[src/rtl/turn_controller_if.sv]
// Key-event and move-issue bundle between the keypad/board side and turn_controller.
// master drives keys, board state and the tick; slave is the controller itself.
interface turn_controller_if #(
  parameter int BOARD_N = 3,
  parameter int KEY_W   = 4,
  parameter int LOC_W   = 4
) ();
  localparam int CELLS = BOARD_N * BOARD_N;

  logic                 tick;
  logic                 keyValid;
  logic [KEY_W-1:0]     keyCode;
  logic [2*CELLS-1:0]   board;
  logic                 gameEnd;
  logic                 placeValid;
  logic [LOC_W-1:0]     location;
  logic [1:0]           mark;
  logic                 whosTurn;
  logic                 reject;
  logic                 timeout;
  logic [3:0]           timeSec;
  logic [3:0]           timeTenth;

  modport master (
    output tick, keyValid, keyCode, board, gameEnd,
    input  placeValid, location, mark, whosTurn, reject, timeout, timeSec, timeTenth
  );

  modport slave (
    input  tick, keyValid, keyCode, board, gameEnd,
    output placeValid, location, mark, whosTurn, reject, timeout, timeSec, timeTenth
  );
endinterface

[src/rtl/turn_controller.sv]
// Turn controller for the N x N mark-placement game: validates key events, issues moves,
// and runs the per-turn countdown when TURN_TIMER_EN is defined (default build: no timer).
module turn_controller #(
  parameter int BOARD_N    = 3,
  parameter int KEY_W      = 4,
  parameter int LOC_W      = 4,
  parameter int TURN_TICKS = 800,
  parameter int X_FIRST    = 0
) (
  input  logic             clk,
  input  logic             rst,
  turn_controller_if.slave bus
);
  localparam int CELLS = BOARD_N * BOARD_N;

  typedef enum logic {PLAY, FROZEN} state_e;

  state_e           state_q;
  logic [LOC_W-1:0] location_q;
  logic [1:0]       mark_q;
  logic             turn_q;
  logic             place_q;
  logic             reject_q;

  logic active_w;
  logic in_range_w;
  logic empty_w;
  logic accept_w;
  logic refuse_w;
  logic expire_w;

  // The exit edge from FROZEN only re-arms the controller; inputs that cycle are dropped.
  always_comb begin
    active_w   = (state_q == PLAY) && !bus.gameEnd;
    in_range_w = int'(bus.keyCode) < CELLS;
    empty_w    = 1'b0;
    for (int i = 0; i < CELLS; i++) begin
      if (int'(bus.keyCode) == i) empty_w = (bus.board[2*i +: 2] == 2'b00);
    end
    accept_w = active_w && bus.keyValid && in_range_w && empty_w;
    refuse_w = active_w && bus.keyValid && !accept_w;
  end

`ifdef TURN_TIMER_EN
  localparam int CNT_W = $clog2(TURN_TICKS + 1);
  localparam logic [CNT_W-1:0] RELOAD = CNT_W'(TURN_TICKS);

  logic [CNT_W-1:0] cnt_q;
  logic             timeout_q;
  logic [3:0]       sec_w;
  logic [3:0]       tenth_w;

  // An accepted key on the expiring tick wins: no timeout, plain reload.
  assign expire_w = active_w && bus.tick && !accept_w && (cnt_q == CNT_W'(1));

  always_ff @(posedge clk) begin
    if (rst) begin
      cnt_q     <= RELOAD;
      timeout_q <= 1'b0;
    end else begin
      timeout_q <= expire_w;
      if (accept_w || expire_w) cnt_q <= RELOAD;
      else if (active_w && bus.tick) cnt_q <= cnt_q - CNT_W'(1);
    end
  end

  always_comb begin
    int cnt_int;
    cnt_int = int'(cnt_q);
    sec_w   = 4'(cnt_int / 100);
    tenth_w = 4'((cnt_int / 10) % 10);
  end

  assign bus.timeout   = timeout_q;
  assign bus.timeSec   = sec_w;
  assign bus.timeTenth = tenth_w;
`else
  logic unused_tick_w;

  assign unused_tick_w = bus.tick;
  assign expire_w      = 1'b0;
  assign bus.timeout   = 1'b0;
  assign bus.timeSec   = 4'd0;
  assign bus.timeTenth = 4'd0;
`endif

  always_ff @(posedge clk) begin
    if (rst) begin
      state_q    <= PLAY;
      location_q <= '0;
      mark_q     <= 2'b00;
      turn_q     <= (X_FIRST != 0);
      place_q    <= 1'b0;
      reject_q   <= 1'b0;
    end else begin
      place_q  <= accept_w;
      reject_q <= refuse_w;
      state_q  <= bus.gameEnd ? FROZEN : PLAY;
      if (accept_w) begin
        location_q <= LOC_W'(bus.keyCode);
        mark_q     <= turn_q ? 2'b10 : 2'b01;
        turn_q     <= ~turn_q;
      end else if (expire_w) begin
        turn_q <= ~turn_q;
      end
    end
  end

  assign bus.placeValid = place_q;
  assign bus.location   = location_q;
  assign bus.mark       = mark_q;
  assign bus.whosTurn   = turn_q;
  assign bus.reject     = reject_q;
endmodule

[src/flat_wrapper.sv]
// flat-port wrapper written by rule: the top's interface ports become plain ports
module turn_controller_flat 
#(
  parameter int BOARD_N    = 3,
  parameter int KEY_W      = 4,
  parameter int LOC_W      = 4,
  parameter int TURN_TICKS = 800,
  parameter int X_FIRST    = 0
)
  (clk, rst, bus_tick, bus_keyValid, bus_keyCode, bus_board, bus_gameEnd, bus_placeValid, bus_location, bus_mark, bus_whosTurn, bus_reject, bus_timeout, bus_timeSec, bus_timeTenth);
  turn_controller_if #(.BOARD_N(BOARD_N), .KEY_W(KEY_W), .LOC_W(LOC_W)) bus_i ();
  input  logic clk;
  input  logic rst;
  input wire logic [$bits(bus_i.tick)-1:0] bus_tick;
  input wire logic [$bits(bus_i.keyValid)-1:0] bus_keyValid;
  input wire logic [$bits(bus_i.keyCode)-1:0] bus_keyCode;
  input wire logic [$bits(bus_i.board)-1:0] bus_board;
  input wire logic [$bits(bus_i.gameEnd)-1:0] bus_gameEnd;
  output wire logic [$bits(bus_i.placeValid)-1:0] bus_placeValid;
  output wire logic [$bits(bus_i.location)-1:0] bus_location;
  output wire logic [$bits(bus_i.mark)-1:0] bus_mark;
  output wire logic [$bits(bus_i.whosTurn)-1:0] bus_whosTurn;
  output wire logic [$bits(bus_i.reject)-1:0] bus_reject;
  output wire logic [$bits(bus_i.timeout)-1:0] bus_timeout;
  output wire logic [$bits(bus_i.timeSec)-1:0] bus_timeSec;
  output wire logic [$bits(bus_i.timeTenth)-1:0] bus_timeTenth;
  assign bus_i.tick = bus_tick;
  assign bus_i.keyValid = bus_keyValid;
  assign bus_i.keyCode = bus_keyCode;
  assign bus_i.board = bus_board;
  assign bus_i.gameEnd = bus_gameEnd;
  assign bus_placeValid = bus_i.placeValid;
  assign bus_location = bus_i.location;
  assign bus_mark = bus_i.mark;
  assign bus_whosTurn = bus_i.whosTurn;
  assign bus_reject = bus_i.reject;
  assign bus_timeout = bus_i.timeout;
  assign bus_timeSec = bus_i.timeSec;
  assign bus_timeTenth = bus_i.timeTenth;
  turn_controller #(.BOARD_N(BOARD_N), .KEY_W(KEY_W), .LOC_W(LOC_W), .TURN_TICKS(TURN_TICKS), .X_FIRST(X_FIRST)) u_core (.clk(clk), .rst(rst), .bus(bus_i));
endmodule
[config.mk]
export PLATFORM = sky130hd
export DESIGN_NAME = turn_controller_flat
export DESIGN_NICKNAME = d
export VERILOG_FILES = /design/src/rtl/turn_controller_if.sv /design/src/rtl/turn_controller.sv /design/src/flat_wrapper.sv
export SDC_FILE = /design/constraint.sdc
export NUM_CORES = 1
export LEC_CHECK = 0
export ABC_CLOCK_PERIOD_IN_PS = 2220
export CAP_MARGIN = 40
export CORE_ASPECT_RATIO = 1.1
export CORE_MARGIN = 5
export CORE_UTILIZATION = 32
export CTS_CLUSTER_SIZE = 8
export DETAILED_ROUTE_END_ITERATION = 10
export PLACE_DENSITY = 0.86
export SYNTH_ARGS = -nofsm -noshare
export SYNTH_HDL_FRONTEND = slang
export SYNTH_SLANG_ARGS = --single-unit
[constraint.sdc]
create_clock -name clk -period 2.22 [get_ports clk]
set_input_delay 0.333 -clock clk [delete_from_list [all_inputs] [get_ports clk]]
set_output_delay 0.333 -clock clk [all_outputs]
set_load 0.005 [all_outputs]
==> qor.yml <==
outcome:
  run_status: "finished, final reports clean"
power:
  swShare: 0.238
  power_mw: 0.397
  power_frac_comb: 0.272
  proportion_of_power_drawn_by_the_clock_network: 0.307
  switching_power_mw: 0.0946
  internal_portion_of_total_power_mw: 0.302
  p_seq_frac: 0.421
  vdd.ir_drop.worst_mv: 0.235
  power.leakage_nw: 0.350
  pwr_density_cell_nw_per_um2: 416
routing:
  routed_wl_um: 1540
  vias: 621
  routed_wire_length_per_instance_um: 12.1
  drt-pass1-iter-count: 3
  remaining_drc_errors: 0
  avgViaCountPerCell: 4.89
  first_iter_violations: 6
  ant_nets: 0
cells_and_area:
  final_layout_size_suffix_gt1_frac: 0.128
  final_cell_mix: "sky130_fd_sc_hd__clkdlybuf4s50_1 (34), sky130_fd_sc_hd__conb_1 (9), sky130_fd_sc_hd__buf_4 (9), sky130_fd_sc_hd__dfxtp_1 (9)"
  synthToLayoutAreaGrowth_pct: 69.6
  fill_cells: 162
  nets: 137
  post_layout_nonfiller_instances: 127
  finalCoreUtilization: 0.555
  layout.cells.most_common: "sky130_fd_sc_hd__clkdlybuf4s50_1"
  ant_diodes: 0
cts:
  cts_buffer_depth: 2
  ctsResizeCount: 0
  cts_bufs_inserted: 3
  cts_hold_repair.buffers: 0
  tritoncts_num_sinks: 9
  cts_root_buf: "sky130_fd_sc_hd__clkbuf_4"
  clock_input_transition_at_the_sequential_cells_of_the_worst_setup_and_hold_paths_ns: 0.06
  clkLatencyLatePin_ns: 0.25
  htree_levels: 1
  cts_setup_buffers: 0
  cts_tree: "done"
synth:
  synth_async_sr_flop_share: 0
  synthAdderAreaFrac: 0
  seq_area_frac_synth: 0.320
  synthXorXnorAreaFrac: 0
  yosysUniqueCellTypes: 27
  number_of_storage_elements_in_the_synthesis_netlist: 9
  synth_compound_area_frac: 0.240
  synth.mux.area_fraction: 0
  synth.yosys.warnings: 0
  dominantRegCellSynth: "sky130_fd_sc_hd__dfxtp_1"
  synth-simple-area-share: 0.264
  synth_enable_flop_cells: 0
  synth_top_family_by_area: "simple AND/OR/NAND/NOR gates"
  synthCells: 67
  avgSynthCellArea_um2: 8.40
  syn_area_um2: 563
place:
  placement.io_buffers: 34
  place.detailed.instances: 123
  gp_congestion: 0.699
  hpwlAfterDp_um: 1300
global_routing:
  grt_antenna_before_repair: 0
  grt_start_max_net_pins: 10
  grt.total_usage: 0.123
  grt_remaining_overflow: 0
  wire_length_of_the_first_global_routing_pass_um: 2530
  grt_pass1_vias: 583
timing:
  post-route-period-util: 0.900
  timing.fmax_ghz: 0.501
  rsz_0062_raised_after_global_routing: "false"
  fin_crit_ns: 2.00
  timing.final.setup_violations: 0
  setup_total_negative_slack_ns: 0
  hold_viol_final: 0
  report.final.slew_viol_count: 0
  finClkSkew_ns: 0.00392
critical_path:
  setup.worst_path.class: "primary input to flip-flop"
  sequence_of_cells_on_the_critical_path: "clkdlybuf4s50_1 > buf_4 > o41ai_1 > a211oi_1 > a21o_1 > or4_1 > o21ai_0"
  max_stage_delay_ns: 0.50
  ff2ff_setup_slack_ns: 0.93
  rr_endpoint: "u_core.bus.mark[0]$_SDFFE_PP0P_"
  crit_required_ns: 2.40
  crit_path_top_delay_cell: "sky130_fd_sc_hd__clkdlybuf4s50_1"
  worst_ep_arrival_time_ns: 2.18
  critical_path.max_fanout: 6
  r2r-start: "u_core.state_q$_SDFF_PP0_"
  r2r.worst_path.cells: 5
  worst_setup_sp_type: "primary input"
  worstSetupEndpointType: "flip-flop"
die:
  die-width_um: 50.0
  vert_die_dim_um: 54.0
  io_pins: 45
  area_inside_the_core_boundary_um2: 1720
  start_util: 0.327
  fp.dieArea_um2: 2700
  row_count: 16
hold_path:
  holdCritPathClass: "flip-flop to flip-flop"
  timing.hold.worst_path_depth: 2
  min_delay_worst_endpoint: "u_core.bus.location[3]$_SDFFE_PP0P_"
  timing.hold.worst.start: "u_core.bus.location[3]$_SDFFE_PP0P_"
run:
  cap_violations: 0
worst max-delay path, delay by kind of cell:
kind / cells / cell delay (ns)
compound gates: 4 / 0.71
buf+inv: 2 / 0.69
simple gates: 1 / 0.45
synth_stat cells, types with 2 or more instances:
| master | count | area share |
|---|---|---|
| sky130_fd_sc_hd__a21oi_1 | 6 | 0.053 |
| sky130_fd_sc_hd__nor2_1 | 4 | 0.027 |
| sky130_fd_sc_hd__a211oi_1 | 2 | 0.027 |
| sky130_fd_sc_hd__nand2b_1 | 2 | 0.022 |
| sky130_fd_sc_hd__o21ai_0 | 6 | 0.053 |
| sky130_fd_sc_hd__buf_4 | 10 | 0.13 |
| sky130_fd_sc_hd__nor4b_1 | 2 | 0.031 |
| sky130_fd_sc_hd__nor4_1 | 2 | 0.022 |
| sky130_fd_sc_hd__dfxtp_1 | 9 | 0.32 |
| sky130_fd_sc_hd__nand2_1 | 2 | 0.013 |
| sky130_fd_sc_hd__nand4_1 | 6 | 0.067 |
power by group through the flow:
stage | Clock [mW] | Sequential, mW | Combinational, mW
4_1_cts | 0.125 | 0.167 | 0.108
2_1_floorplan | 0 | 0.171 | 0.0504
5_1_grt | 0.139 | 0.167 | 0.119
3_5_place_dp | 0 | 0.171 | 0.107
3_3_place_gp | 0 | 0.171 | 0.106
6_report | 0.122 | 0.167 | 0.108
how the worst max path moves through the flow:
| stage | slack (ns) | depth (start not counted) | startpoint | to |
|---|---|---|---|---|
| global placement | -0.02 | 7 | bus_keyCode[0] | u_core.bus.mark[0]$_SDFFE_PP0P_ |
| global route | 0.10 | 7 | bus_keyCode[1] | u_core.bus.mark[0]$_SDFFE_PP0P_ |
| detailed placement | -0.03 | 7 | bus_keyCode[0] | u_core.bus.mark[0]$_SDFFE_PP0P_ |
| finish | 0.22 | 7 | bus_keyCode[0] | u_core.bus.mark[0]$_SDFFE_PP0P_ |
| CTS | 0.22 | 7 | bus_keyCode[0] | u_core.bus.mark[0]$_SDFFE_PP0P_ |
| floorplan | 0.44 | 5 | bus_keyCode[0] | u_core.bus.mark[0]$_SDFFE_PP0P_ |
cells by family (layout without fill, tap and decap cells):
| kind of cell | after synthesis | after routing |
|---|---|---|
| AOI/OAI and AO/OA | 20 | 20 |
| buffers and inverters | 13 | 47 |
| DFF | 9 | 9 |
| other | 1 | 9 |
| and+or+nand+nor | 24 | 24 |
sequential cells by signal, indices dropped and copies added (netlist names):
name                   count
u_core.state_q             1
u_core.bus.reject          1
u_core.bus.placeValid      1
u_core.bus.mark            2
u_core.bus.location        4
area by class of cell:
| type | instances | area [um^2] | area share |
|---|---|---|---|
| clock buffers | 4 | 26.3 | 0.0275 |
| multi-input cells | 53 | 318 | 0.333 |
| flip-flops and latches | 9 | 180 | 0.189 |
| well taps | 18 | 22.5 | 0.0236 |
| repair buffers | 43 | 408 | 0.427 |
per-layer routing:
metal  vias to the layer above  routed length [um]  track usage
met5                         -                   0            0
met4                         0                  25       0.0917
met3                         2                 158       0.0471
met2                        29                 735        0.209
met1                       273                 618        0.123
li1                        317                   -            -
stage by stage:
stage	setup slack, ns	hold WS, ns	area [um^2]
after floorplan	0.443	0.461	593
final	0.223	0.478	955
after global routing	0.104	0.507	955
after detailed placement	-0.0324	0.473	928
after global placement	-0.0235	0.470	928
after CTS	0.217	0.483	955
No activity file was read; power rests on OpenSTA's default activity.
